### config.mk
export PLATFORM = sky130hd
export DESIGN_NAME = muldiv_unit
export DESIGN_NICKNAME = d
export VERILOG_FILES = /design/src/rtl/muldiv_pkg.sv /design/src/rtl/md_sign_fix.sv /design/src/rtl/muldiv_unit.sv
export SDC_FILE = /design/constraint.sdc
export NUM_CORES = 1
export LEC_CHECK = 0
export ABC_CLOCK_PERIOD_IN_PS = 5500
export CAP_MARGIN = 20
export CORE_MARGIN = 5
export CORE_UTILIZATION = 40
export DETAILED_ROUTE_END_ITERATION = 6
export GPL_ROUTABILITY_DRIVEN = 0
export PLACE_DENSITY = 0.64
export SLEW_MARGIN = 10
export SYNTH_ARGS = -nofsm -noshare
export SYNTH_HDL_FRONTEND = slang
export SYNTH_HIERARCHICAL = 1
export SYNTH_SLANG_ARGS = --single-unit
### constraint.sdc
create_clock -name clk -period 5.5 [get_ports clk]
set_clock_uncertainty 0.15 [all_clocks]
set_input_delay 1.375 -clock clk [delete_from_list [all_inputs] [get_ports clk]]
set_output_delay 1.375 -clock clk [all_outputs]
set_load 0.01 [all_outputs]
### src/rtl/muldiv_pkg.sv
// muldiv_pkg: shared types and helpers for the iterative RV32M multiply/divide unit.
package muldiv_pkg;
    typedef enum logic [2:0] {
        OP_MUL    = 3'b000,
        OP_MULH   = 3'b001,
        OP_MULHSU = 3'b010,
        OP_MULHU  = 3'b011,
        OP_DIV    = 3'b100,
        OP_DIVU   = 3'b101,
        OP_REM    = 3'b110,
        OP_REMU   = 3'b111
    } md_op_e;

    typedef enum logic [1:0] {IDLE, CALC, FIX, DONE} md_state_e;

    function automatic logic is_div(md_op_e op);
        return op[2];
    endfunction

    function automatic logic is_rem(md_op_e op);
        return op[2] & op[1];
    endfunction
endpackage

### src/rtl/md_sign_fix.sv
// md_sign_fix: conditional two's-complement negate, used both for operand
// magnitudes and for restoring the sign of the final product/quotient.
module md_sign_fix #(
    parameter int width = 32
) (
    input  logic [width-1:0] val,
    input  logic             neg,
    output logic [width-1:0] res
);
    assign res = neg ? -val : val;
endmodule

### src/rtl/muldiv_unit.sv
// muldiv_unit: iterative RV32M multiply/divide, 1 bit per cycle on magnitudes,
// with divide-by-zero and signed overflow resolved at accept.
module muldiv_unit
    import muldiv_pkg::*;
#(
    parameter int w     = 32,
    parameter int TAG_W = 5
) (
    input  logic             clk,
    input  logic             rst_n,
    input  logic             flush,
    input  logic             in_valid,
    output logic             in_ready,
    input  logic [2:0]       op,
    input  logic [w-1:0]     a,
    input  logic [w-1:0]     b,
    input  logic [TAG_W-1:0] in_tag,
    output logic             out_valid,
    input  logic             out_ready,
    output logic [w-1:0]     result,
    output logic [TAG_W-1:0] out_tag
);
    localparam int CW = $clog2(w) + 1;

    md_state_e      state, state_n;
    md_op_e         op_in, op_q;
    logic [2*w-1:0] acc, fix_in, fixed;
    logic [w-1:0]   opb, abs_a, abs_b, spec_res, fix_res, diff;
    logic [w:0]     mul_sum;
    logic [CW-1:0]  cnt;
    logic           neg_q, sa, sb, accept, div_zero, ovf, special, last, ge;

    assign op_in     = md_op_e'(op);
    assign in_ready  = state == IDLE;
    assign out_valid = state == DONE;
    assign accept    = in_valid & in_ready & ~flush;
    assign last      = cnt == CW'(w - 1);

    assign sa = a[w-1] & (op_in inside {OP_MUL, OP_MULH, OP_MULHSU, OP_DIV, OP_REM});
    assign sb = b[w-1] & (op_in inside {OP_MUL, OP_MULH, OP_DIV, OP_REM});

    md_sign_fix #(.width(w)) u_abs_a (.val(a), .neg(sa), .res(abs_a));
    md_sign_fix #(.width(w)) u_abs_b (.val(b), .neg(sb), .res(abs_b));

    assign div_zero = is_div(op_in) & (b == '0);
    assign ovf      = (op_in == OP_DIV || op_in == OP_REM) & (a == {1'b1, {(w-1){1'b0}}}) & (&b);
    assign special  = div_zero | ovf;
    assign spec_res = div_zero ? (is_rem(op_in) ? a : '1) : (is_rem(op_in) ? '0 : a);

    // Multiply: add multiplicand into the upper half when the low bit is set, then shift right.
    assign mul_sum = {1'b0, acc[2*w-1:w]} + (acc[0] ? {1'b0, opb} : '0);
    // Divide: the partial remainder is w+1 bits after the shift, but the difference always fits w.
    assign ge   = acc[2*w-1:w-1] >= {1'b0, opb};
    assign diff = acc[2*w-2:w-1] - opb;

    assign fix_in  = is_div(op_q) ? {{w{1'b0}}, is_rem(op_q) ? acc[2*w-1:w] : acc[w-1:0]} : acc;
    md_sign_fix #(.width(2*w)) u_fix (.val(fix_in), .neg(neg_q), .res(fixed));
    assign fix_res = (op_q == OP_MUL || is_div(op_q)) ? fixed[w-1:0] : fixed[2*w-1:w];

    always_ff @(posedge clk or negedge rst_n)
        if (!rst_n) state <= IDLE;
        else        state <= state_n;

    always_comb begin
        state_n = state;
        case (state)
            IDLE:    if (accept) state_n = special ? DONE : CALC;
            CALC:    if (last) state_n = FIX;
            FIX:     state_n = DONE;
            DONE:    if (out_ready) state_n = IDLE;
            default: state_n = IDLE;
        endcase
        if (flush) state_n = IDLE;
    end

    always_ff @(posedge clk or negedge rst_n)
        if (!rst_n) begin
            acc     <= '0;
            opb     <= '0;
            neg_q   <= 1'b0;
            op_q    <= OP_MUL;
            out_tag <= '0;
            result  <= '0;
            cnt     <= '0;
        end else begin
            cnt <= (state == CALC && !flush && !last) ? cnt + 1'b1 : '0;
            if (accept) begin
                op_q    <= op_in;
                out_tag <= in_tag;
                neg_q   <= is_rem(op_in) ? sa : sa ^ sb;
                opb     <= is_div(op_in) ? abs_b : abs_a;
                acc     <= {{w{1'b0}}, is_div(op_in) ? abs_a : abs_b};
                if (special) result <= spec_res;
            end else if (state == CALC && !flush)
                acc <= !is_div(op_q) ? {mul_sum, acc[w-1:1]}
                     : ge ? {diff, acc[w-2:0], 1'b1} : {acc[2*w-2:0], 1'b0};
            else if (state == FIX && !flush)
                result <= fix_res;
        end
endmodule
# After elaboration in Yosys (flattened, before gate mapping)
# Cells that the tools add are included.
op_classes:
  addsub: 6
  mul: 0
  div: 0
  n_lt_le_gt_ge: 1
  eq_ne: 14
  shifts: 0
  n_mux: 28
  n_bitwise: 12
  reduce_logical: 18
op_table:
  columns: ["cell", "count"]
  rows:
  - ["$mux W32", 14]
  - ["$mux W64", 6]
  - ["$neg A32 Y32", 2]
  - ["$neg A64 Y64", 1]
  - ["$add A32 B32 Y33", 1]
  - ["$ge A33 B32 Y1", 1]
  - ["$eq A32 B32 Y1 const B", 1]
  - ["$logic_not A32 Y1", 1]
  - ["$reduce_and A32 Y1", 1]
  - ["$sub A32 B32 Y32", 1]
  - ["$mux W2", 5]
  - ["$and A1 B1 Y1", 9]
  - ["$pmux W2 S4", 1]
  - ["$add A6 B1 Y6 const B", 1]
  - ["$eq A3 B3 Y1 const B", 2]
  - ["$eq A6 B5 Y1 const B", 1]
  - ["$logic_not A3 Y1", 2]
  - ["$mux W6", 1]
  - ["$ne A3 B2 Y1 const B", 2]
  - ["$reduce_and A3 Y1", 2]
  - ["$reduce_bool A5 Y1", 1]
  - ["$eq A2 B2 Y1 const B", 2]
  - ["$reduce_bool A2 Y1", 2]
  - ["$reduce_bool A4 Y1", 1]
  - ["14 further kinds", 18]
word_totals:
  ff_bits: 145
  latch_bits: 0
  ram_bits: 0
  romBits: 0
  in_bits: 77
  output_inout_bits: 39
  elab_cells: 87
  memories: 0

# Depth between registers and ports, before layout
# Gate-level depths: netlist (run 1).
logic_depth:
  word_depth: 9
  ltp_mapped: 16
  mapped_depth_nobuf: 13

# Modules after synthesis
# Netlist (run 1), hierarchy kept.
modules_own_cells:
  columns: ["mod", "instances", "cells_each", "area_each_um2", "seq_area_each_um2"]
  rows:
  - ["muldiv_unit", 1, 1482, 12600.8, 3628.5]
  - ["md_sign_fix (u_abs_a ...)", 2, 108, 767.0, 0.0]
  - ["md_sign_fix (u_fix)", 1, 198, 1453.9, 0.0]

# Worst setup path before layout (run 1)
# OpenSTA, ideal clock, no wires.
synth_path:
  kind: "flip-flop to flip-flop"
  start: "register op_q[2]"
  end: "register result[7]"
  t_arrival_ns: 3.861
  t_required_ns: 5.286
  slack_ns: 1.425
  path_stages_with_launch: 15
  synth_period_minus_slack_ns: 4.075
  cell_sequence: "dfrtp_1 -> clkbuf_1 -> buf_4 -> nand2_1 -> buf_1 -> mux2_2 -> or4_1 -> nor4_2 -> nand4b_2 -> clkbuf_1 -> o41ai_1 -> xnor2_1 -> mux2i_1 -> a211oi_1 -> a21o_1"
synth_between:
  elab_chain_len: 9
  word_cells_on_any_way: 11
synth_lines:
  columns: ["element", "line", "text"]
  rows:
  - ["start: declaration", "muldiv_unit.sv:26", "md_op_e op_in, op_q;"]
  - ["start signal: assignment", "muldiv_unit.sv:88", "op_q <= op_in;"]
  - ["$and A1 B1 Y1", "muldiv_pkg.sv:21", "return op[2] & op[1];"]
  - ["$mux W32", "muldiv_unit.sv:56", "assign fix_in = is_div(op_q) ? {{w{1'b0}}, is_rem(op_q) ? acc[2*w-1:w] : acc[w-1:0]} : acc;"]
  - ["$mux W64 *", "muldiv_unit.sv:56", null]
  - ["via fix_in[6]", "muldiv_unit.sv:27", "logic [2*w-1:0] acc, fix_in, fixed;"]
  - ["$neg A64 Y64 *", "md_sign_fix.sv:10", "assign res = neg ? -val : val;"]
  - ["$mux W64 *", "md_sign_fix.sv:10", null]
  - ["via fixed[39]", "muldiv_unit.sv:27", null]
  - ["$mux W32 *", "muldiv_unit.sv:58", "assign fix_res = (op_q == OP_MUL || is_div(op_q)) ? fixed[w-1:0] : fixed[2*w-1:w];"]
  - ["$mux W32 *", "muldiv_unit.sv:97", "else if (state == FIX && !flush)"]
  - ["$mux W32 *", "muldiv_unit.sv:94", "end else if (state == CALC && !flush)"]
  - ["$mux W32 *", "muldiv_unit.sv:87", "if (accept) begin"]
  - ["end signal: assignment", "muldiv_unit.sv:93", "if (special) result <= spec_res;"]
  - ["end signal: assignment", "muldiv_unit.sv:98", "result <= fix_res;"]
  - ["end: declaration", "muldiv_unit.sv:20", "output logic [w-1:0] result,"]
# Mark *: on every way through the listed nets, which the timed path passes. The rest lies on a longest branch. The select of a mux whose other input is x is not followed.
# A chain may end at the register's enable or synchronous reset.

# Worst setup path after layout (run 1)
layout_path:
  start: "register op_q[2]"
  end: "register result[4]"
# The elaborated chain is that of the path after synthesis.

==> results of run 1 <==
## worst max path at each step
stage,end
finish,result[4]
global route,result[4]
CTS,result[4]
detailed placement,result[4]
global placement,acc[30]
floorplan,result[7]
## stage by stage
stage | util | total power [W] | hold slack (ns)
floorplan | - | 0.00744 | 0.283
global placement | 0.444 | 0.00956 | 0.297
detailed placement | 0.444 | 0.00964 | 0.307
CTS | 0.459 | 0.0109 | 0.316
global route | 0.459 | 0.0118 | 0.343
finish | 0.459 | 0.0110 | 0.308
## layout make-up
cell class	count	area (µm²)	share of cell area
multi-input cells	1573	11300	0.636
flip-flops and latches	145	3630	0.205
repair buffers	142	1370	0.0770
well taps	518	648	0.0366
clock buffers	19	443	0.0250
inverters	64	240	0.0136
clock inverters	13	128	0.00720
## Yosys cell counts, drive strengths merged (37+ instances only)
cell | n | area (µm²)
xnor2 | 155 | 1360
o21ai | 165 | 830
nand2 | 198 | 746
o31ai | 49 | 368
o41ai | 42 | 428
clkbuf | 86 | 323
dfrtp | 145 | 3630
o211ai | 43 | 323
ha | 72 | 901
nor2b | 45 | 282
nor2 | 65 | 246
inv | 63 | 236
a211oi | 78 | 586
and2 | 37 | 231
a21o | 66 | 495
mux2i | 133 | 1330
a21oi | 82 | 418
## critical path, cell delays in order (launching register included)
cell	delay (ns)
dfrtp_4	0.47
nand2_1	0.60
mux2_2	0.44
or4_1	0.65
nor4_1	0.72
nand3_1	0.47
o41ai_1	0.45
xnor2_1	0.17
mux2i_1	0.14
a211oi_1	0.44
a21o_1	0.13
## per-layer routing
layer  up-vias  global-route usage
met4         0               0.107
met3       124              0.0503
met5         -                   0
met2       762               0.389
li1       7168                   -
met1      7500               0.344
## report_power, final
part	switching, W	leakage (nW)	internal, W
clock	0.000555	0.276	0.000643
combinational	0.00437	5.30	0.00315
sequential	0.000766	1.84	0.00154
total	0.00569	7.42	0.00533
## state kept, by name (all words and copies together), names as in the netlist
register	flops
op_q	3
out_tag	5
neg_q	1
result	32
opb	32
acc	64
cnt	6
state	2
## kinds of logic after synthesis
logic type,Yosys count,share of synthesized area
AOI/OAI and AO/OA,600,0.262
DFF,145,0.233
buffers and inverters,178,0.0470
adders and majority gates,74,0.0604
xor gates and xnor gates,176,0.0989
muxes,165,0.109
and+or+nand+nor,558,0.190
==> run summary, run 1 <==
Crit path DAT - 5.13 ns
Post-CTS Setup Inserts - 0
Cells after Synth - 1896
Required @ worst endpoint - 5.74 ns
Core Rows - 72
Clock tree sinks - 145
Unrepaired setup endpoints after global routing - false
CTS buffer count - 17
Mean post-synth cell area - 8.22 µm²
Register bit total from synthesis - 145
Distinct cell type count after synthesis - 86
Worst Hold Path EP - cnt[0]
P per Cell Area - 622 mW/mm²
P&R area growth vs syn - 13.7%
Cell area after synthesis - 0.0156 mm²
Crit. End Element - flop
Post-synth EDFFs - 0
Hold_buf cts - 0
Met2 Wirelength - 25100 µm
Max-cap violations - 0
Largest net degree at the start of global routing - 81
First-pass GRT wire length - 87100 µm
Die Wd - 207 µm
Ys flop type - dfrtp_1
Slew headroom - 0.289
PostCTS Resize Cnt - 0
Ys Warns - 6
Final setup margin - 0.615 ns
Clk_lat worst skew - 0.46 ns
Die Span Y - 207 µm
Most common cell after layout, fill and taps aside - nand2_1
Input/output buffers - 115
Startpoint types - flop
Post-Place Cell Area - 0.0172 mm²
Max Freq - 205 MHz
Global-route usage over all layers - 0.252
IO Pins - 116
Drt pass-1 iters - 6
Worst Hold Depth - 1
Placed Cells - 2442
Vias/cell - 6.29
Lkg Pwr - 7.42 nW
Cell count of the worst reg-to-reg path - 10
Final non-filler cell total - 2474
Final hold vios - 0
Wl on met1 - 24200 µm
Number of fill cells - 3759
Most frequent cells in the layout - nand2_1, xnor2_1, o21ai_0, dfrtp_1, mux2i_1
Drt wl/cell - 22.8 µm
Vias - 15.6k
Setup violations, final - 0
H-tree levels - 4
Post-DRT Antenna Nets - 0
Status - complete, no violations
Max Slew Vio Count - 0
R2r setup slk - 0.62 ns
CTS Root Cell - clkbuf_16
Post-synthesis sequential area ratio - 0.233
Critical Setup Path Class - reg -> reg
Reg2reg start - op_q[2]
Final WL - 56500 µm
CTS tree - yes
GR Overflow Total - 0
Layout cells sized above 1 - 0.0731
Die area - 0.0430 mm²
Final Net Count - 2094
DR WL met3 - 4850 µm
Initial core utilization - 0.403
Reg2reg end - result[4]
Crit path from - op_q[2]
Dpl hpwl - 43200 µm
Drt drc - 0
Setup TNS - 0 ns
Worst vdd ir - 0.273 mV
Part of the cycle the worst path needs - 0.888
Vias in the first global route - 14.8k
Antenna violations before repair - 0
Hold Crit Class - reg -> reg
Worst slew pin tran - 1.07 ns
Synth async-reset ratio - 1.00
Worst slack, placed - 0.790 ns
Clock slew at reported path FFs - 0.07 ns
Uppermost routed layer - met4
Ant diodes - 0
Final period demand of the worst path - 4.88 ns
Max Buffers Root-to-Sink - 2
Initial DRC Count - 1461
HP Start - cnt[0]
Crit-path max FO - 20
Post-route cell area - 0.0177 mm²
Post-synthesis net count - 2047
Core ar. - 0.0386 mm²
Note: power is estimated with default switching activity, not from simulation.
==> inputs of run 2 (changes only) <==
- CORE_UTILIZATION: 40 -> 45
- PLACE_DENSITY: 0.64 -> 0.7
==> run 2 against run 1 <==
Effect of this change: clock-buffer cell count decreased by 2; fmax is 0.69% higher; hold slack about the same; utilization rose by 5.4 points; first-iteration DRC count is 21% higher; global-route usage grew 2.7 points.
==> run summary, run 2 (same netlist as run 1, synthesis figures left out) <==
Worst vdd ir - 0.264 mV (was 0.273 mV)
Post-DRT Antenna Nets - 0 (unchanged)
Register area - 0.00363 mm² (unchanged)
Die area - 0.0385 mm² (was 0.0430 mm²)
Input/output buffers - 115 (unchanged)
Core ar. - 0.0344 mm² (was 0.0386 mm²)
Post-CTS Setup Inserts - 0 (unchanged)
Initial DRC Count - 1769 (was 1461)
Final period demand of the worst path - 4.85 ns (was 4.88 ns)
Number of fill cells - 3201 (was 3759)
Drt wl/cell - 22.9 µm (was 22.8 µm)
GR Overflow Total - 0 (unchanged)
Global-route usage over all layers - 0.279 (was 0.252)
Largest net degree at the start of global routing - 103 (was 81)
IO Pins - 116 (unchanged)
Critical Setup Path Class - reg -> reg (unchanged)
Crit. End Element - flop (unchanged)
Part of the cycle the worst path needs - 0.882 (was 0.888)
Max-cap violations - 0 (unchanged)
Placed Cells - 2376 (was 2442)
PostCTS Resize Cnt - 0 (unchanged)
Lkg Pwr - 7.40 nW (was 7.42 nW)
Startpoint types - flop (unchanged)
Crit path DAT - 5.08 ns (was 5.13 ns)
Core Rows - 68 (was 72)
Hold_ws - 0.308 ns (about the same)
Vias/cell - 6.51 (was 6.29)
Layout cells sized above 1 - 0.0722 (was 0.0731)
Drt pass-1 iters - 7 (was 6)
Final setup margin - 0.649 ns (was 0.615 ns)
H-tree levels - 4 (unchanged)
Final WL - 55200 µm (was 56500 µm)
Max Freq - 206 MHz (was 205 MHz)
Required @ worst endpoint - 5.73 ns (was 5.74 ns)
Design Power - 0.0110 W (about the same)
Die Wd - 196 µm (was 207 µm)
Final hold vios - 0 (unchanged)
Most flops, register - acc (unchanged)
Dpl hpwl - 41900 µm (was 43200 µm)
Antenna violations before repair - 0 (unchanged)
Drt drc - 0 (unchanged)
Ant diodes - 0 (unchanged)
Max Buffers Root-to-Sink - 2 (unchanged)
Vias - 15.7k (was 15.6k)
Unrepaired setup endpoints after global routing - false (unchanged)
Vias in the first global route - 14.8k (about the same)
CTS buffer count - 17 (unchanged)
P&R area growth vs syn - 13.1% (was 13.7%)
CTS Root Cell - clkbuf_16 (unchanged)
Die Span Y - 196 µm (was 207 µm)
Most frequent cells in the layout - nand2_1, xnor2_1, o21ai_0, dfrtp_1, mux2i_1 (unchanged)
Hold Crit Class - reg -> reg (unchanged)
P per Cell Area - 622 mW/mm² (about the same)
Crit-path max FO - 42 (was 20)
Setup TNS - 0 ns (unchanged)
Slew headroom - 0.278 (was 0.289)
CTS tree - yes (unchanged)
Clk_lat worst skew - 0.44 ns (was 0.46 ns)
Multi-input gate area - 0.0113 mm² (unchanged)
Final Net Count - 2091 (was 2094)
Most common cell after layout, fill and taps aside - nand2_1 (unchanged)
Worst slack, placed - 0.823 ns (was 0.790 ns)
Clock slew at reported path FFs - 0.07 ns (about the same)
Worst slew pin tran - 1.08 ns (was 1.07 ns)
Initial core utilization - 0.454 (was 0.403)
Status - complete, no violations (unchanged)
Clock tree sinks - 145 (unchanged)
Number of flip-flops in the largest register - 64 (unchanged)
Max Slew Vio Count - 0 (unchanged)
First-pass GRT wire length - 86000 µm (was 87100 µm)
Final non-filler cell total - 2408 (was 2474)
Biggest regs - acc: 64 flops, opb: 32 flops, result: 32 flops (unchanged)
Setup violations, final - 0 (unchanged)
Hold_buf cts - 0 (unchanged)
[run 2: metal layers]
| layer | part of all wire | vias up | global-route usage |
|---|---|---|---|
| met3 | 0.095 | 170 | 0.0577 |
| met1 | 0.42 | 7481 | 0.385 |
| met2 | 0.43 | 884 | 0.426 |
| met5 | 0 | - | 0 |
| li1 | - | 7145 | - |
| met4 | 0.051 | 0 | 0.118 |
[run 2: where the power goes]
| part | switching (W) | internal (W) |
|---|---|---|
| Combinational | 0.00427 | 0.00314 |
| Sequential | 0.000823 | 0.00154 |
| Clock | 0.000551 | 0.000636 |
[run 2: final cells by class]
class | instances | share of cell area
sequential | 145 | 0.206
multi-input combinational | 1573 | 0.639
inverter | 64 | 0.0136
clock inverter | 15 | 0.00831
clock buffer | 17 | 0.0241
timing repair buffer | 139 | 0.0762
tap | 455 | 0.0323
[run 2: worst max-delay path: stages, from the launching register on]
cell and delay [ns]:
dfrtp_4 0.70, nand2_1 0.36, buf_4 0.38, mux2_2 0.41, or4_1 0.57, nor3_1 0.39
nand4b_2 0.55, o41ai_1 0.62, xnor2_1 0.18, mux2i_1 0.09, a211oi_1 0.26, a21o_1 0.11
[run 2: stage by stage]
| step | instance area, µm² | utilization |
|---|---|---|
| after floorplan | 15600 | - |
| after global placement | 17100 | 0.496 |
| after detailed placement | 17100 | 0.496 |
| after CTS | 17600 | 0.513 |
| after global routing | 17600 | 0.513 |
| final | 17600 | 0.513 |
[run 2: final timing paths]
check	startpoint	endpoint	slack (ns)	cells after the start
max	op_q[2]	result[1]	0.65	11
min reg2reg	cnt[0]	cnt[0]	0.31	1
min in group asynchronous	rst_n	result[23]	0.71	1
max reg2reg	op_q[2]	result[1]	0.65	11
min	cnt[0]	cnt[0]	0.31	1
max in group asynchronous	rst_n	op_q[2]	3.53	2
